<file path="config.mk">
export PLATFORM = sky130hd
export DESIGN_NAME = fifo_break_dv_flat
export DESIGN_NICKNAME = d
export VERILOG_FILES = /design/src/rtl/fifo_break_dv_if.sv /design/src/rtl/fifo_break_dv.sv /design/src/flat_wrapper.sv
export SDC_FILE = /design/constraint.sdc
export NUM_CORES = 1
export LEC_CHECK = 0
export BUFFER_PORTS_ARGS = -buffer_cell sky130_fd_sc_hd__buf_2
export CAP_MARGIN = 0
export CORE_MARGIN = 2
export CORE_UTILIZATION = 30
export CTS_CLUSTER_DIAMETER = 200
export DETAILED_ROUTE_END_ITERATION = 12
export GPL_TIMING_DRIVEN = 0
export SYNTH_ARGS = -nofsm -noshare
export SYNTH_HDL_FRONTEND = slang
export SYNTH_SLANG_ARGS = --single-unit
export TNS_END_PERCENT = 5
</file>
<file path="constraint.sdc">
create_clock -name clk -period 4.34 [get_ports clk]
set_input_delay 0.868 -clock clk [delete_from_list [all_inputs] [get_ports clk]]
set_output_delay 0.868 -clock clk [all_outputs]
set_load 0.02 [all_outputs]
</file>
<file path="src/rtl/fifo_break_dv_if.sv">
// fifo_break_dv_if
// Handshake bundle for the elastic FIFO. Both sides share one interface.
// The upstream side carries ins/ins_valid/ins_ready and the downstream side
// carries outs/outs_valid/outs_ready.
//   master : environment view (drives ins, ins_valid, outs_ready)
//   slave  : FIFO view (drives ins_ready, outs, outs_valid)
interface fifo_break_dv_if #(
    parameter int DATA_TYPE = 32
);
    logic [DATA_TYPE-1:0] ins;
    logic                 ins_valid;
    logic                 ins_ready;
    logic [DATA_TYPE-1:0] outs;
    logic                 outs_valid;
    logic                 outs_ready;

    modport master (
        output ins,
        output ins_valid,
        input  ins_ready,
        input  outs,
        input  outs_valid,
        output outs_ready
    );

    modport slave (
        input  ins,
        input  ins_valid,
        output ins_ready,
        output outs,
        output outs_valid,
        input  outs_ready
    );
endinterface

</file>
<file path="src/rtl/fifo_break_dv.sv">
// fifo_break_dv
// Elastic circular-buffer FIFO placed after a floating-point unit. It absorbs
// results while the consumer stalls and cuts the combinational valid/data
// paths. All outputs depend only on stored state (ins_ready also on rst).
// There is no input-to-output bypass, so the minimum latency is one cycle.
// Ports:
//   clk : rising-edge clock
//   rst : synchronous active-low reset
//   bus : handshake bundle (slave view). It carries ins/ins_valid/ins_ready
//         on the upstream side and outs/outs_valid/outs_ready on the
//         downstream side.
module fifo_break_dv #(
    parameter int DATA_TYPE = 32,
    parameter int NUM_SLOTS = 4
) (
    input  logic                 clk,
    input  logic                 rst,
    fifo_break_dv_if.slave       bus
);

    localparam int PTR_W = (NUM_SLOTS > 1) ? $clog2(NUM_SLOTS) : 1;
    localparam logic [PTR_W-1:0] LAST_PTR = PTR_W'(NUM_SLOTS - 1);

    logic [DATA_TYPE-1:0] mem_r [NUM_SLOTS];
    logic [PTR_W-1:0]     head_r;
    logic [PTR_W-1:0]     tail_r;
    logic                 full_r;

    logic                 empty_s;
    logic                 push_s;
    logic                 pop_s;
    logic [PTR_W-1:0]     head_next_s;
    logic [PTR_W-1:0]     tail_next_s;
    logic                 full_next_s;

    // Pointer increment with wrap; NUM_SLOTS need not be a power of two.
    function automatic logic [PTR_W-1:0] ptr_inc(input logic [PTR_W-1:0] p);
        logic [PTR_W-1:0] r;
        if (p == LAST_PTR) begin
            r = {PTR_W{1'b0}};
        end else begin
            r = p + PTR_W'(1);
        end
        return r;
    endfunction

    // Handshake events, next pointers and next full flag.
    always_comb begin
        empty_s     = (head_r == tail_r) && !full_r;
        push_s      = bus.ins_valid && !full_r && rst;
        pop_s       = !empty_s && bus.outs_ready;
        head_next_s = ptr_inc(head_r);
        tail_next_s = ptr_inc(tail_r);
        full_next_s = full_r;
        if (push_s && !pop_s) begin
            // Only a net gain of one word can make the FIFO full.
            if (tail_next_s == head_r) begin
                full_next_s = 1'b1;
            end else begin
                full_next_s = full_r;
            end
        end else if (pop_s && !push_s) begin
            full_next_s = 1'b0;
        end else begin
            full_next_s = full_r;
        end
    end

    // Control state: pointers and full flag, synchronous active-low reset.
    always_ff @(posedge clk) begin
        if (!rst) begin
            head_r <= {PTR_W{1'b0}};
            tail_r <= {PTR_W{1'b0}};
            full_r <= 1'b0;
        end else begin
            if (push_s) begin
                tail_r <= tail_next_s;
            end
            if (pop_s) begin
                head_r <= head_next_s;
            end
            full_r <= full_next_s;
        end
    end

    // Storage write; contents are intentionally not reset.
    always_ff @(posedge clk) begin
        if (push_s) begin
            mem_r[tail_r] <= bus.ins;
        end
    end

    // Outputs are driven straight from stored state (no path from ins/outs_ready).
    assign bus.outs       = mem_r[head_r];
    assign bus.outs_valid = !empty_s;
    assign bus.ins_ready  = !full_r && rst;

endmodule

</file>
<file path="src/flat_wrapper.sv">
// flat-port wrapper written by rule: the top's interface ports become plain ports
module fifo_break_dv_flat 
#(
    parameter int DATA_TYPE = 32,
    parameter int NUM_SLOTS = 4
)
  (clk, rst, bus_ins, bus_ins_valid, bus_ins_ready, bus_outs, bus_outs_valid, bus_outs_ready);
  fifo_break_dv_if #(.DATA_TYPE(DATA_TYPE)) bus_i ();
  input  logic clk;
  input  logic rst;
  input wire logic [$bits(bus_i.ins)-1:0] bus_ins;
  input wire logic [$bits(bus_i.ins_valid)-1:0] bus_ins_valid;
  output wire logic [$bits(bus_i.ins_ready)-1:0] bus_ins_ready;
  output wire logic [$bits(bus_i.outs)-1:0] bus_outs;
  output wire logic [$bits(bus_i.outs_valid)-1:0] bus_outs_valid;
  input wire logic [$bits(bus_i.outs_ready)-1:0] bus_outs_ready;
  assign bus_i.ins = bus_ins;
  assign bus_i.ins_valid = bus_ins_valid;
  assign bus_ins_ready = bus_i.ins_ready;
  assign bus_outs = bus_i.outs;
  assign bus_outs_valid = bus_i.outs_valid;
  assign bus_i.outs_ready = bus_outs_ready;
  fifo_break_dv #(.DATA_TYPE(DATA_TYPE), .NUM_SLOTS(NUM_SLOTS)) u_core (.clk(clk), .rst(rst), .bus(bus_i));
endmodule
</file>
; Word level (Yosys, flattened, before mapping)
; Memory sizes are Yosys's and may differ from the RTL's. A register that Yosys moved wholly into a read port is not among the register bits.
; Cells that the tools add are included.
[classes]
n_addsub = 2
eq_ne = 5
mux = 9
reduce_logical = 13
[ops]
columns = cell, count
row1 = 2-to-1 mux 2 bit, 4
row2 = logical AND 1 bit, 7
row3 = 2-to-1 mux 1 bit, 5
row4 = "adder 2 x 1 -> 2 bit, second input constant", 2
row5 = equality test 2 bit, 2
row6 = "equality test 2 bit, second input constant", 2
row7 = zero test 1 bit, 4
row8 = "inequality test 2 bit, second input constant", 1
row9 = AND reduction 2 bit, 1
row10 = nonzero test 2 bit, 1
[totals]
reg_bits = 5
ramBits = 128
output_inout_bits = 34
wordCells = 33
n_memories = 1
[memory_table]
columns = memory, depth, width, rd, rd_clocked_by_memory_dff, wr, line
row1 = u_core.mem_r, 4, 32, 1, 1, 1, fifo_break_dv.sv:24  ; logic [DATA_TYPE-1:0] mem_r [NUM_SLOTS];

; Longest topological paths before layout
[logic_depth]
word_depth = 8
ltp_mapped = 5
depth_no_buf = 5

; Least setup slack after synthesis
; No wires, ideal clock.
[synth_timing]
kind = input port to flip-flop
from = in rst
to = mem u_core.mem_r[3][0] (enable)
setup_time_ns = 0.392
arrival_time_ns = 1.947
required_time_ns = 3.948
setup_slack_ns = 2.001
cell_stages = 3
path_buffers = 1
path_cell_list = and3b_1 > buf_4 > and2_1
[synth_between]
elab_chain_len = 3
[synth_rtl]
columns = element, line
row1 = start: declaration, flat_wrapper.sv:10  ; input logic rst;
row2 = logical AND 1 bit, fifo_break_dv.sv:50  ; push_s = bus.ins_valid && !full_r && rst;
row3 = 2-to-1 mux 1 bit, fifo_break_dv.sv:88  ; if (push_s) begin
row4 = 2-to-1 mux 1 bit (not written as such), fifo_break_dv.sv:89  ; mem_r[tail_r] <= bus.ins;
row5 = end: declaration, fifo_break_dv.sv:24
; Every way passes these cells.

==> results.toml <==
[sta]
setup_viol = 0
rsz0062_at_grt = "no"
setup_ws_ns = 1.70
whs_ns = 0.562
hold_viol = 0
slew_headroom_pct = 65.6
setup_tns_ns = 0
drv_slew = 0
clock_skew_ns = 0.00396
tightest_slew_ns = 0.516
max_freq_ghz = 0.379
min_period_ns = 2.64
fin_crit_sh_pct = 60.8

[die]
dieArea_um2 = 17900
rows = 47
fp.dieW_um = 134
initial_core_util_pct = 30.6
die_h_um = 134
core_area_um2 = 16500
pin_count = 70

[cts]
cts_tree = "built"
hold_buffers = 0
clkLatencyLatePin_ns = 0.41
cts_max_path_buffers = 2
cts_buffers = 17
path_clk_slew_ns = 0.05
htree_levels = 4
postCtsSetupBuffers = 0
clockRootBuffer = "clkbuf_16"
cts_num_sinks = 135
post_cts_resize_count = 0

[cells_and_area]
post-route-util_pct = 38.5
syn2layout_area_growth_pct = 25.8
layout-drive-gt1-share_pct = 45.2
final_area_um2 = 6360
fin_nets = 343
diodes = 0

[critical_path]
arrival_ns = 1.77
cp.required_ns = 3.47
cpMaxStageDelayCell = "mux4_2"
crit_fanout = 10
critPathCaptureType = "output port"
max_stage_delay_ns = 0.53
cp_num_cells = 4
r2r_slack_ns = 2.58
cp_num_buf_inv = 3
reg2reg_to = "u_core.mem_r[0][23]"
critPathCapture = "bus_outs[16]"
cp_cell_sequence = "buf_6 -> buf_12 -> mux4_2 -> buf_2"
worst-setup-path-type = "flop to output port"
cp-start-kind = "flop"
crit_family = "multiplexers"
r2r_cells = 4
reg2reg_from = "u_core.full_r"

[place]
port_buffers = 69
place_hpwl_mm = 6.04
gp_congestion = 0.677
dp_slack_ns = 1.93
placed_cell_area_um2 = 5790

[synthesis]
synth-compound-area-share_pct = 0.916
muxShareOfSynthArea_pct = 14.4
yosys.area_share.simple_pct = 2.05
synth_xor_area_share_pct = 0.520
synthTopCellsByCount = "128 x edfxtp_1, 30 x mux4_2, 7 x dfxtp_1, 5 x ha_1, 5 x nand2_1"
synth_nets = 251
yosys.area.top_type = "edfxtp_1"
synth_top_family_by_area = "multiplexers"
synth_most_common_cell = "edfxtp_1"
synth-edff-count = 128
ys.warnings.count = 0
avgSynthCellArea_um2 = 24.1
ys_ff_latch = 135
ys.flop_type = "edfxtp_1"
synthArstFlopShare_pct = 0
netlist.area_leader.share_pct = 76.0
yosysSeqAreaShare_pct = 78.8
netlist_instances = 210
synth.area.top_cells = "edfxtp_1 76%, mux4_2 13%, dfxtp_1 2.8%, ha_1 1.2%, buf_12 1.2%"
syn_area_um2 = 5060
synthAdderAreaFrac_pct = 1.24
synth.distinct_cells = 28

[global_routing]
grt_pass1_wl_mm = 14.5
overflow = 0
grt_max_degree = 18
grt_pass1_vias = 2654
antenna_found_initial = 0
grt_use_total_pct = 11.4

[power]
power_frac_seq_pct = 46.9
powerDensity_nw_per_um2 = 499
power.combinational.fraction_pct = 9.6
switching_share_pct = 21.4
p_leak_uw = 0.00216
ir_worst_vdd_v = 0.000238
internal_power_uw = 2490
p_sw_uw = 681
p_clk_share_pct = 43.5

[route]
num_vias = 2352
totalWireLength_mm = 9.49
dr.pass1.iters = 4
wl_per_cell_um = 17.8
via_per_inst = 4.40
ant_nets = 0
drt_iter0_drc = 108
route.detailed.drc = 0

[run_status]
outcome = "finished, final reports clean"

[hold_path]
hold_path.class = "flop to flop"

[run]
drv_cap = 0
## area by class of cell
| cell class | count | area, um2 |
|---|---|---|
| Inverter | 3 | 11.3 |
| Timing Repair Buffer | 73 | 455 |
| Clock inverter | 13 | 138 |
| Buffer | 8 | 93.8 |
| Tap cell | 220 | 275 |
| Multi-Input combinational cell | 64 | 972 |
| Sequential cell | 135 | 3980 |
| Clock buffer | 18 | 429 |
| Fill cell | 1508 | 10200 |
## logic make-up after synthesis
| group | count (synthesis) |
|---|---|
| flops | 135 |
| mux | 32 |
| simple gates | 17 |
| buf+inv | 11 |
| compound gates | 7 |
| fa+ha+maj | 5 |
| xor+xnor | 3 |
## how the worst min path moves through the flow
stage,from,end,cells after the start
2_1_floorplan,u_core.head_r[1],flop,2
3_3_place_gp,u_core.tail_r[1],u_core.tail_r[1],2
3_5_place_dp,u_core.tail_r[1],u_core.tail_r[1],2
4_1_cts,u_core.tail_r[1],u_core.tail_r[1],2
5_1_grt,u_core.tail_r[1],u_core.tail_r[1],2
6_report,u_core.tail_r[1],u_core.tail_r[1],2
## worst register-to-register path, delay by kind of cell (launching register included)
kind | cells | cell delay [ns]
buf+inv | 2 | 0.37
simple gates | 2 | 0.70
flops | 1 | 0.36
## layer usage
metal  share of wire (%)  vias up  track usage, %
met4                 1.0        0            4.96
met5                   0        -               0
met2                  52       59            19.1
met1                  42     1214            13.1
li1                    -     1070               -
met3                 5.0        9            4.31
## layout by cell type, fill, tap and decap left out, types with 2 or more instances in the layout
| cell | synthesis | routed |
|---|---|---|
| clkbuf_16 | 0 | 17 |
| buf_12 | 3 | 3 |
| mux4_1 | 2 | 2 |
| clkinv_1 | 0 | 4 |
| nand2_1 | 5 | 5 |
| bufinv_16 | 0 | 3 |
| clkinv_2 | 0 | 5 |
| inv_1 | 3 | 3 |
| buf_2 | 3 | 72 |
| and2_2 | 0 | 4 |
| o21ai_0 | 2 | 2 |
| xor2_1 | 2 | 2 |
| dfxtp_1 | 7 | 7 |
| buf_16 | 0 | 4 |
| ha_1 | 5 | 5 |
| edfxtp_1 | 128 | 128 |
| mux4_2 | 30 | 30 |
## sequential cells by signal, summed over array words and instances, names as in the netlist, named ones only
name / flops
u_core.tail_r: 2
u_core.full_r: 1
u_core.head_r: 2
u_core.mem_r: 128
## power groups by stage
stage	combinational, uW	sequential, uW	clock, uW
floorplan	198	1510	0
global placement	297	1520	0
detailed placement	313	1520	0
CTS	314	1490	1430
global route	330	1490	1480
finish	305	1490	1380
## through the flow
step	power, uW	std cells
2_1_floorplan	1710	210
3_3_place_gp	1810	499
3_5_place_dp	1830	503
4_1_cts	3230	534
5_1_grt	3310	534
6_report	3180	534
Power figures use the tool's default switching activity.
